--- src/rtl/sdc_seq_counters_if.sv ---
// ---------------------------------------------------------------------------
// sdc_seq_counters_if
// Signal bundle between the SD-card read state machine (master) and the
// event/sequence counter pair (slave), all on the sdc_clk domain.
//   cnt_en    master->slave : event pulse, one count per high cycle
//   cnt       slave->master : event count
//   cnt_strb  slave->master : high while cnt equals its terminal value
//   seq_en    master->slave : sequence counter clock enable
//   seq_start master->slave : sequence start strobe
//   seq_cnt   slave->master : sequence count
//   seq_busy  slave->master : sequence run in progress
//   seq_strb  slave->master : one-cycle end-of-run strobe
// ---------------------------------------------------------------------------
interface sdc_seq_counters_if #(
  parameter int unsigned CNT_DW = 8,
  parameter int unsigned SEQ_DW = 6
);
  logic              cnt_en;
  logic [CNT_DW-1:0] cnt;
  logic              cnt_strb;
  logic              seq_en;
  logic              seq_start;
  logic [SEQ_DW-1:0] seq_cnt;
  logic              seq_busy;
  logic              seq_strb;

  modport master (
    output cnt_en, seq_en, seq_start,
    input  cnt, cnt_strb, seq_cnt, seq_busy, seq_strb
  );

  modport slave (
    input  cnt_en, seq_en, seq_start,
    output cnt, cnt_strb, seq_cnt, seq_busy, seq_strb
  );
endinterface

--- src/rtl/sdc_seq_counters.sv ---
// ---------------------------------------------------------------------------
// sdc_seq_counters
// Event counter plus fixed-length sequence counter for the SD-card
// single-block read path. Each raises a one-cycle terminal strobe.
// Ports:
//   sdc_clk : clock, rising edge
//   reset   : synchronous, active-high
//   bus     : sdc_seq_counters_if.slave (see interface for signal list)
// Configuration macro:
//   SDC_SEQ_RESTART_EN - when defined, seq_start during a run restarts it
//                        (count back to 1, no strobe for the aborted run);
//                        when undefined, seq_start during a run is ignored.
// ---------------------------------------------------------------------------
module sdc_seq_counters #(
  parameter int unsigned         CNT_DW  = 8,
  parameter logic [CNT_DW-1:0]   CNT_MAX = 8'h40,
  parameter int unsigned         SEQ_DW  = 6,
  parameter logic [SEQ_DW-1:0]   SEQ_MAX = 6'h3E
) (
  input  logic                sdc_clk,
  input  logic                reset,
  sdc_seq_counters_if.slave   bus
);

  localparam logic [CNT_DW-1:0] CNT_ZERO = {CNT_DW{1'b0}};
  localparam logic [CNT_DW-1:0] CNT_ONE  = {{(CNT_DW-1){1'b0}}, 1'b1};
  localparam logic [SEQ_DW-1:0] SEQ_ZERO = {SEQ_DW{1'b0}};
  localparam logic [SEQ_DW-1:0] SEQ_ONE  = {{(SEQ_DW-1){1'b0}}, 1'b1};

  typedef enum logic [0:0] {
    S_IDLE = 1'b0,
    S_BUSY = 1'b1
  } seq_state_t;

  logic [CNT_DW-1:0] cnt_r;
  logic [CNT_DW-1:0] cnt_next_s;
  logic              cnt_strb_r;
  seq_state_t        seq_state_r;
  logic [SEQ_DW-1:0] seq_cnt_r;
  logic              seq_busy_r;
  logic              seq_strb_r;

  // Next event count: the terminal value is never held, it is left after one cycle.
  always_comb begin
    cnt_next_s = cnt_r;
    if (cnt_r == CNT_MAX) begin
      if (bus.cnt_en) begin
        cnt_next_s = CNT_ONE;
      end else begin
        cnt_next_s = CNT_ZERO;
      end
    end else if (bus.cnt_en) begin
      cnt_next_s = cnt_r + CNT_ONE;
    end else begin
      cnt_next_s = cnt_r;
    end
  end

  // Event counter register; the strobe is loaded from the next count so it
  // lines up exactly with cnt == CNT_MAX.
  always_ff @(posedge sdc_clk) begin
    if (reset) begin
      cnt_r      <= CNT_ZERO;
      cnt_strb_r <= 1'b0;
    end else begin
      cnt_r      <= cnt_next_s;
      cnt_strb_r <= (cnt_next_s == CNT_MAX);
    end
  end

  // Sequence counter FSM; with seq_en low every register, strobe included, holds.
  always_ff @(posedge sdc_clk) begin
    if (reset) begin
      seq_state_r <= S_IDLE;
      seq_cnt_r   <= SEQ_ZERO;
      seq_busy_r  <= 1'b0;
      seq_strb_r  <= 1'b0;
    end else if (bus.seq_en) begin
      case (seq_state_r)
        S_IDLE: begin
          // The strobe cycle is idle, so a start here chains runs without a gap.
          seq_strb_r <= 1'b0;
          if (bus.seq_start) begin
            seq_state_r <= S_BUSY;
            seq_cnt_r   <= SEQ_ONE;
            seq_busy_r  <= 1'b1;
          end else begin
            seq_state_r <= S_IDLE;
            seq_cnt_r   <= SEQ_ZERO;
            seq_busy_r  <= 1'b0;
          end
        end
        S_BUSY: begin
`ifdef SDC_SEQ_RESTART_EN
          if (bus.seq_start) begin
            seq_state_r <= S_BUSY;
            seq_cnt_r   <= SEQ_ONE;
            seq_busy_r  <= 1'b1;
            seq_strb_r  <= 1'b0;
          end else
`endif
          if (seq_cnt_r == SEQ_MAX) begin
            seq_state_r <= S_IDLE;
            seq_cnt_r   <= SEQ_ZERO;
            seq_busy_r  <= 1'b0;
            seq_strb_r  <= 1'b1;
          end else begin
            seq_state_r <= S_BUSY;
            seq_cnt_r   <= seq_cnt_r + SEQ_ONE;
            seq_busy_r  <= 1'b1;
            seq_strb_r  <= 1'b0;
          end
        end
        default: begin
          seq_state_r <= S_IDLE;
          seq_cnt_r   <= SEQ_ZERO;
          seq_busy_r  <= 1'b0;
          seq_strb_r  <= 1'b0;
        end
      endcase
    end else begin
      seq_state_r <= seq_state_r;
      seq_cnt_r   <= seq_cnt_r;
      seq_busy_r  <= seq_busy_r;
      seq_strb_r  <= seq_strb_r;
    end
  end

  assign bus.cnt      = cnt_r;
  assign bus.cnt_strb = cnt_strb_r;
  assign bus.seq_cnt  = seq_cnt_r;
  assign bus.seq_busy = seq_busy_r;
  assign bus.seq_strb = seq_strb_r;

endmodule

--- src/flat_wrapper.sv ---
// flat-port wrapper written by rule: the top's interface ports become plain ports
module sdc_seq_counters_flat 
#(
  parameter int unsigned         CNT_DW  = 8,
  parameter logic [CNT_DW-1:0]   CNT_MAX = 8'h40,
  parameter int unsigned         SEQ_DW  = 6,
  parameter logic [SEQ_DW-1:0]   SEQ_MAX = 6'h3E
)
  (sdc_clk, reset, bus_cnt_en, bus_seq_en, bus_seq_start, bus_cnt, bus_cnt_strb, bus_seq_cnt, bus_seq_busy, bus_seq_strb);
  sdc_seq_counters_if #(.CNT_DW(CNT_DW), .SEQ_DW(SEQ_DW)) bus_i ();
  input  logic sdc_clk;
  input  logic reset;
  input wire logic [$bits(bus_i.cnt_en)-1:0] bus_cnt_en;
  input wire logic [$bits(bus_i.seq_en)-1:0] bus_seq_en;
  input wire logic [$bits(bus_i.seq_start)-1:0] bus_seq_start;
  output wire logic [$bits(bus_i.cnt)-1:0] bus_cnt;
  output wire logic [$bits(bus_i.cnt_strb)-1:0] bus_cnt_strb;
  output wire logic [$bits(bus_i.seq_cnt)-1:0] bus_seq_cnt;
  output wire logic [$bits(bus_i.seq_busy)-1:0] bus_seq_busy;
  output wire logic [$bits(bus_i.seq_strb)-1:0] bus_seq_strb;
  assign bus_i.cnt_en = bus_cnt_en;
  assign bus_i.seq_en = bus_seq_en;
  assign bus_i.seq_start = bus_seq_start;
  assign bus_cnt = bus_i.cnt;
  assign bus_cnt_strb = bus_i.cnt_strb;
  assign bus_seq_cnt = bus_i.seq_cnt;
  assign bus_seq_busy = bus_i.seq_busy;
  assign bus_seq_strb = bus_i.seq_strb;
  sdc_seq_counters #(.CNT_DW(CNT_DW), .CNT_MAX(CNT_MAX), .SEQ_DW(SEQ_DW), .SEQ_MAX(SEQ_MAX)) u_core (.sdc_clk(sdc_clk), .reset(reset), .bus(bus_i));
endmodule
--- config.mk ---
export PLATFORM = sky130hd
export DESIGN_NAME = sdc_seq_counters_flat
export DESIGN_NICKNAME = d
export VERILOG_FILES = /design/src/rtl/sdc_seq_counters_if.sv /design/src/rtl/sdc_seq_counters.sv /design/src/flat_wrapper.sv
export SDC_FILE = /design/constraint.sdc
export NUM_CORES = 1
export LEC_CHECK = 0
export ABC_CLOCK_PERIOD_IN_PS = 3510
export CORE_MARGIN = 1
export CORE_UTILIZATION = 50
export CTS_CLUSTER_SIZE = 30
export DETAILED_ROUTE_END_ITERATION = 10
export PLACE_DENSITY = 0.78
export SYNTH_ARGS = -nofsm -noshare
export SYNTH_HDL_FRONTEND = slang
export SYNTH_SLANG_ARGS = --single-unit
--- constraint.sdc ---
create_clock -name sdc_clk -period 3.51 [get_ports sdc_clk]
set_input_delay 0.351 -clock sdc_clk [delete_from_list [all_inputs] [get_ports sdc_clk]]
set_output_delay 0.351 -clock sdc_clk [all_outputs]
set_load 0.02 [all_outputs]
---- Word level (Yosys, flattened, before mapping) ----
Cells that the tools add are included.
word-level totals
  memory bits (read-only) ................. 0
  memories ................................ 0
  bits in writable memories ............... 0
  input port bits ......................... 5
  latch bits .............................. 0
  logic and storage cells ................. 22
  output and inout port bits .............. 17
  bits in registers ....................... 17
operators by class
  bitwise gates (word level) .............. 1
  div/mod/pow operators ................... 0
  $add $sub $neg .......................... 2
  eq/ne operators ......................... 3
  muxes and demuxes ....................... 11
  order comparisons ....................... 0
  shift-type cells ........................ 0
  $mul .................................... 0
  reductions and logical operators ........ 0
operators by type and width
  kind                 count
  $eq 8x7->1 const B   2
  $mux 8               2
  $pmux 6 s2           1
  $add 8x1->8 const B  1
  $add 6x1->6 const B  1
  $eq 6x6->1 const B   1
  $mux 6               1
  $mux 1               5
  $pmux 1 s2           2
  $not 1->1            1

---- Logic depth before layout (Yosys ltp) ----
  word-level depth ........................ 4
  gate-level depth with buffers ........... 6
  depth with buffers taken out ............ 6

---- Worst setup path after synthesis ----
No wires, ideal clock.
  kind .................................... reg-to-reg
  start ................................... reg u_core.cnt_r[0], in the netlist u_core.bus.cnt[0]
  end ..................................... reg u_core.cnt_strb_r, in the netlist u_core.bus.cnt_strb
  slack ................................... 1.639 ns
  arrival time ............................ 1.768 ns
  period minus slack after synthesis ...... 1.871 ns
  stages on the path, launching flop included .. 7
  setup time .............................. 0.103 ns
  path buffers ............................ 0
  cells stage by stage .................... dfxtp_1 -> inv_1 -> ha_1 -> or4b_1 -> o21ai_1 -> o21bai_1 -> a2111oi_2
between the ends
  cells in the longest elaborated chain, start to end .. 4
  elaborated cells on any way between the ends .. 5
  those cells by class .................... 1 x add/sub; 2 x eq/ne; 2 x mux
RTL lines
  what                    line                    RTL
  from (decl)             sdc_seq_counters.sv:35  logic [CNT_DW-1:0] cnt_r;
  from (signal assigned)  sdc_seq_counters.sv:66  cnt_r <= cnt_next_s;
  $add 8x1->8             sdc_seq_counters.sv:53  cnt_next_s = cnt_r + CNT_ONE;
  $mux 8                  sdc_seq_counters.sv:52  end else if (bus.cnt_en) begin
  $mux 8 *                sdc_seq_counters.sv:46  if (cnt_r == CNT_MAX) begin
  $eq 8x7->1 *            sdc_seq_counters.sv:67  cnt_strb_r <= (cnt_next_s == CNT_MAX);
  to (signal assigned)    sdc_seq_counters.sv:67
  to (decl)               sdc_seq_counters.sv:37  logic cnt_strb_r;
Mark *: on every way between the ends. The rest lies on a longest branch, timed or not.
A chain may end at the register's enable or synchronous reset.

---- Worst setup path in the final report ----
Ends and elaborated chain as after synthesis.

==> run_results.csv <==
group,metric,value,unit
timing,slew_viol_final,0,
setup_path,rrSetupSlack,1.60,ns
cts,cts_tree,"built",
floorplan,io_pins,22,
route,drt_wl_total,1920,um
timing,max_freq,522.7,MHz
cts,clk_latency,0.29,ns
timing,worstMarginPinSlew,0.3650,ns
synthesis,yosys.area_share.xor_xnor,11.59,%
cts,clock_path_buffers,2,
placed_design,placedInstanceArea,1117,um^2
grt,gr-usage-all-layers,21.20,%
setup_path,worstPathMaxFanout,7,
final_layout,design_area,1144,um^2
final_layout,multiInputGateArea,516.7,um^2
synthesis,yosysWarnings,0,
setup_path,startpoint_type,"flop",
status,status,"finished clean",
synthesis,ys_seq_area_share,37.52,%
timing,period_minus_slack,1.913,ns
synthesis,netlist_area,907.1,um^2
setup_path,rr_worst_depth,6,
route,viasPerCell,5.248,
final_layout,regArea,340.3,um^2
setup_path,critPathCaptureType,"flop",
floorplan,die_h,44.60,um
grt,gr-total-overflow,0,
setup_path,crit_required,3.70,ns
setup_path,cp_top_family,"flip-flops",
cts,clock_sinks,17,
setup_path,critPathKind,"reg2reg",
setup_path,cp.arrival,2.11,ns
timing,setup_viol,0,
cts,root_buffer,"clkbuf_4",
synthesis,synth_edf_count,0,
cts,post_cts_resized,0,
flow_run,maxCapViolCount,0,
placed_design,io_buffers,21,
grt,use_met3,6.531,%
synthesis,synth_cells,104,
final_layout,diodes,0,
setup_path,reg2reg_from,"u_core.bus.cnt[0]$_SDFF_PP0_",
synthesis,yosys.cell_count.top_type,"dfxtp_1",
synthesis,synth_top_area_share,37.52,%
floorplan,initial_utilization,53.11,%
grt,met2_usage,34.71,%
route,vias,782,
placed_design,hpwl,1400,um
synthesis,post_synth_mux_area_share,2.207,%
synthesis,syn_nets,113,
min_path,hold_depth,2,
min_path,hold_path.class,"reg2reg",
setup_path,crit_path_end,"u_core.bus.cnt_strb$_SDFF_PP0_",
setup_path,path_buf_inv,1,
setup_path,crit_start,"u_core.bus.cnt[0]$_SDFF_PP0_",
placed_design,pre_cts_slack,1.380,ns
grt,grt_pass1_vias,696,
grt,grt_pass1_wl,3098,um
placed_design,place_inst,145,
timing,slew_headroom,75.59,%
final_layout,drive_above_1_share,6.452,%
route,drt-initial-drc-count,12,
synthesis,synth.distinct_cells,36,
final_layout,fill_cells,156,
power_and_ir_drop,vdd_drop_max,0.3408,mV
grt,grtUsageMet1,26.57,%
synthesis,synthAdderAreaFrac,5.517,%
synthesis,synth_top_cell_by_area,"dfxtp_1",
grt,grt_max_degree,11,
min_path,worstHoldStart,"u_core.bus.seq_strb$_SDFFE_PP0P_",
cts,cts.htree.levels,1,
timing,rsz0062_at_grt,"false",
setup_path,critical_path.cell_chain,"inv_1, ha_1, or4b_1, o21ai_1, o21bai_1, a2111oi_2",
route,ant_nets,0,
power_and_ir_drop,leakagePower,0.4138,nW
floorplan,fp-row-count,15,
setup_path,max_stage_delay,0.47,ns
floorplan,die_area,1989,um^2
cts,cts.hold.buffers_added,0,
cts,path_clk_slew,0.10,ns
timing,skew,0.006444,ns
synthesis,synth_area_leaders,"dfxtp_1 38%, xor2_1 7.7%, nor2_1 6.2%",
synthesis,avgSynthCellArea,8.722,um^2
route,drcViolationCount,0,
synthesis,netlist_top_cells_count,"17 x dfxtp_1, 15 x nor2_1, 10 x nand2_1",
final_layout,nNetsFinal,134,
synthesis,synth-simple-area-share,25.93,%
timing,hold_viol,0,
power_and_ir_drop,p_per_area,315.1,nW/um^2
synthesis,synth_top_flop_cell,"dfxtp_1",
setup_path,slowest_stage,"dfxtp_1",
grt,grt_antenna_before_repair,0,
timing,post-route-period-util,54.51,%
timing,finalSetupTns,0,ns
setup_path,cp.depth,6,
floorplan,core,1708,um^2
cts,cts_buffers,3,
synthesis,synth_top_family_by_area,"simple AND/OR/NAND/NOR gates",
route,wire_per_inst,12.89,um
power_and_ir_drop,finalPower,0.3604,mW
grt,grt_busiest_layer,"met2",
floorplan,die_w,44.60,um
setup_path,timing.rr.end,"u_core.bus.cnt_strb$_SDFF_PP0_",
cts,cts_setup_buffers,0,
final_layout,final_cells,149,
placed_design,place_congestion,0.8333,
synthesis,synthArstFlopShare,0,%
synthesis,synth-compound-area-share,11.72,%
timing,worst_slack,1.597,ns
final_layout,syn_to_final_growth,26.07,%
synthesis,synth-seq-cells,17,
route,drt_pass1_iterations,3,
[logic make-up (layout without fill, tap and decap cells)]
family,count (synthesis),after routing
xor gates and xnor gates,12,12
DFF,17,17
and+or+nand+nor,46,46
buffers and inverters,10,30
adders and majority gates,4,4
AOI/OAI and AO/OA,13,13
muxes,2,2
[stage by stage]
step	hold WS, ns	util, %
global placement	0.4769	65.42
detailed placement	0.4819	65.42
finish	0.5086	66.96
global route	0.5438	66.96
floorplan	0.5189	-
CTS	0.5045	66.96
[layer usage]
metal | up-vias | share of wire, %
li1 | 397 | -
met1 | 368 | 48
met2 | 14 | 48
met3 | 3 | 3.0
met4 | 0 | 0.73
met5 | - | 0
[cells in the final DEF, fill, tap and decap left out]
| cell type | n |
|---|---|
| nor2_1 | 15 |
| a2111oi_2 | 1 |
| nand4_1 | 3 |
| clkbuf_4 | 3 |
| a31o_2 | 1 |
| a21o_1 | 1 |
| clkdlybuf4s50_1 | 21 |
| nor2b_1 | 1 |
| o21bai_1 | 1 |
| ha_1 | 4 |
| a311oi_1 | 1 |
| nor3b_1 | 1 |
| xnor2_1 | 4 |
| xor2_1 | 8 |
| a21oi_1 | 2 |
| o21ai_1 | 2 |
| o21ai_0 | 1 |
| o21bai_4 | 1 |
| or4b_1 | 1 |
| nand2_1 | 10 |
| or3_1 | 1 |
| nor3_1 | 3 |
| dfxtp_1 | 17 |
| mux2i_1 | 2 |
| clkbuf_1 | 1 |
| nand3_1 | 5 |
| a31oi_1 | 1 |
| and3_1 | 2 |
| nand3b_1 | 1 |
| inv_1 | 5 |
| nor4b_1 | 1 |
| nand4_2 | 1 |
| or4_4 | 1 |
| a2bb2oi_1 | 1 |
[flip-flops by register name, summed over array words and instances (netlist names)]
name and cells:
u_core.seq_state_r 1, u_core.bus.seq_cnt 6, u_core.bus.cnt_strb 1, u_core.bus.cnt 8, u_core.bus.seq_strb 1
[where the power goes]
group | total (mW) | switching, mW | internal [mW]
logic | 0.0511 | 0.0272 | 0.0239
registers | 0.205 | 0.00731 | 0.197
clock network | 0.105 | 0.0605 | 0.0443
[tightest hold or removal path: stages (launching register included)]
cell,delay [ns]
dfxtp_1,0.34
a2bb2oi_1,0.06
nor2_1,0.08
[area by class of cell]
class                           instances  area share, %
Clock buffer                            4          2.298
Tap cell                               25          2.735
Inverter                                5          1.641
Timing Repair Buffer                   21          18.38
Sequential cell                        17          29.76
Multi-Input combinational cell         77          45.19
[how the worst min path moves through the flow]
stage,end,slack (ns)
after floorplan,u_core.bus.seq_cnt[0]$_SDFFE_PP0P_,0.52
after global placement,u_core.bus.seq_strb$_SDFFE_PP0P_,0.48
after detailed placement,u_core.bus.seq_strb$_SDFFE_PP0P_,0.48
after CTS,u_core.bus.seq_strb$_SDFFE_PP0P_,0.50
after global routing,u_core.bus.seq_strb$_SDFFE_PP0P_,0.54
final,u_core.bus.seq_strb$_SDFFE_PP0P_,0.51
(Power assumes the default switching activity.)
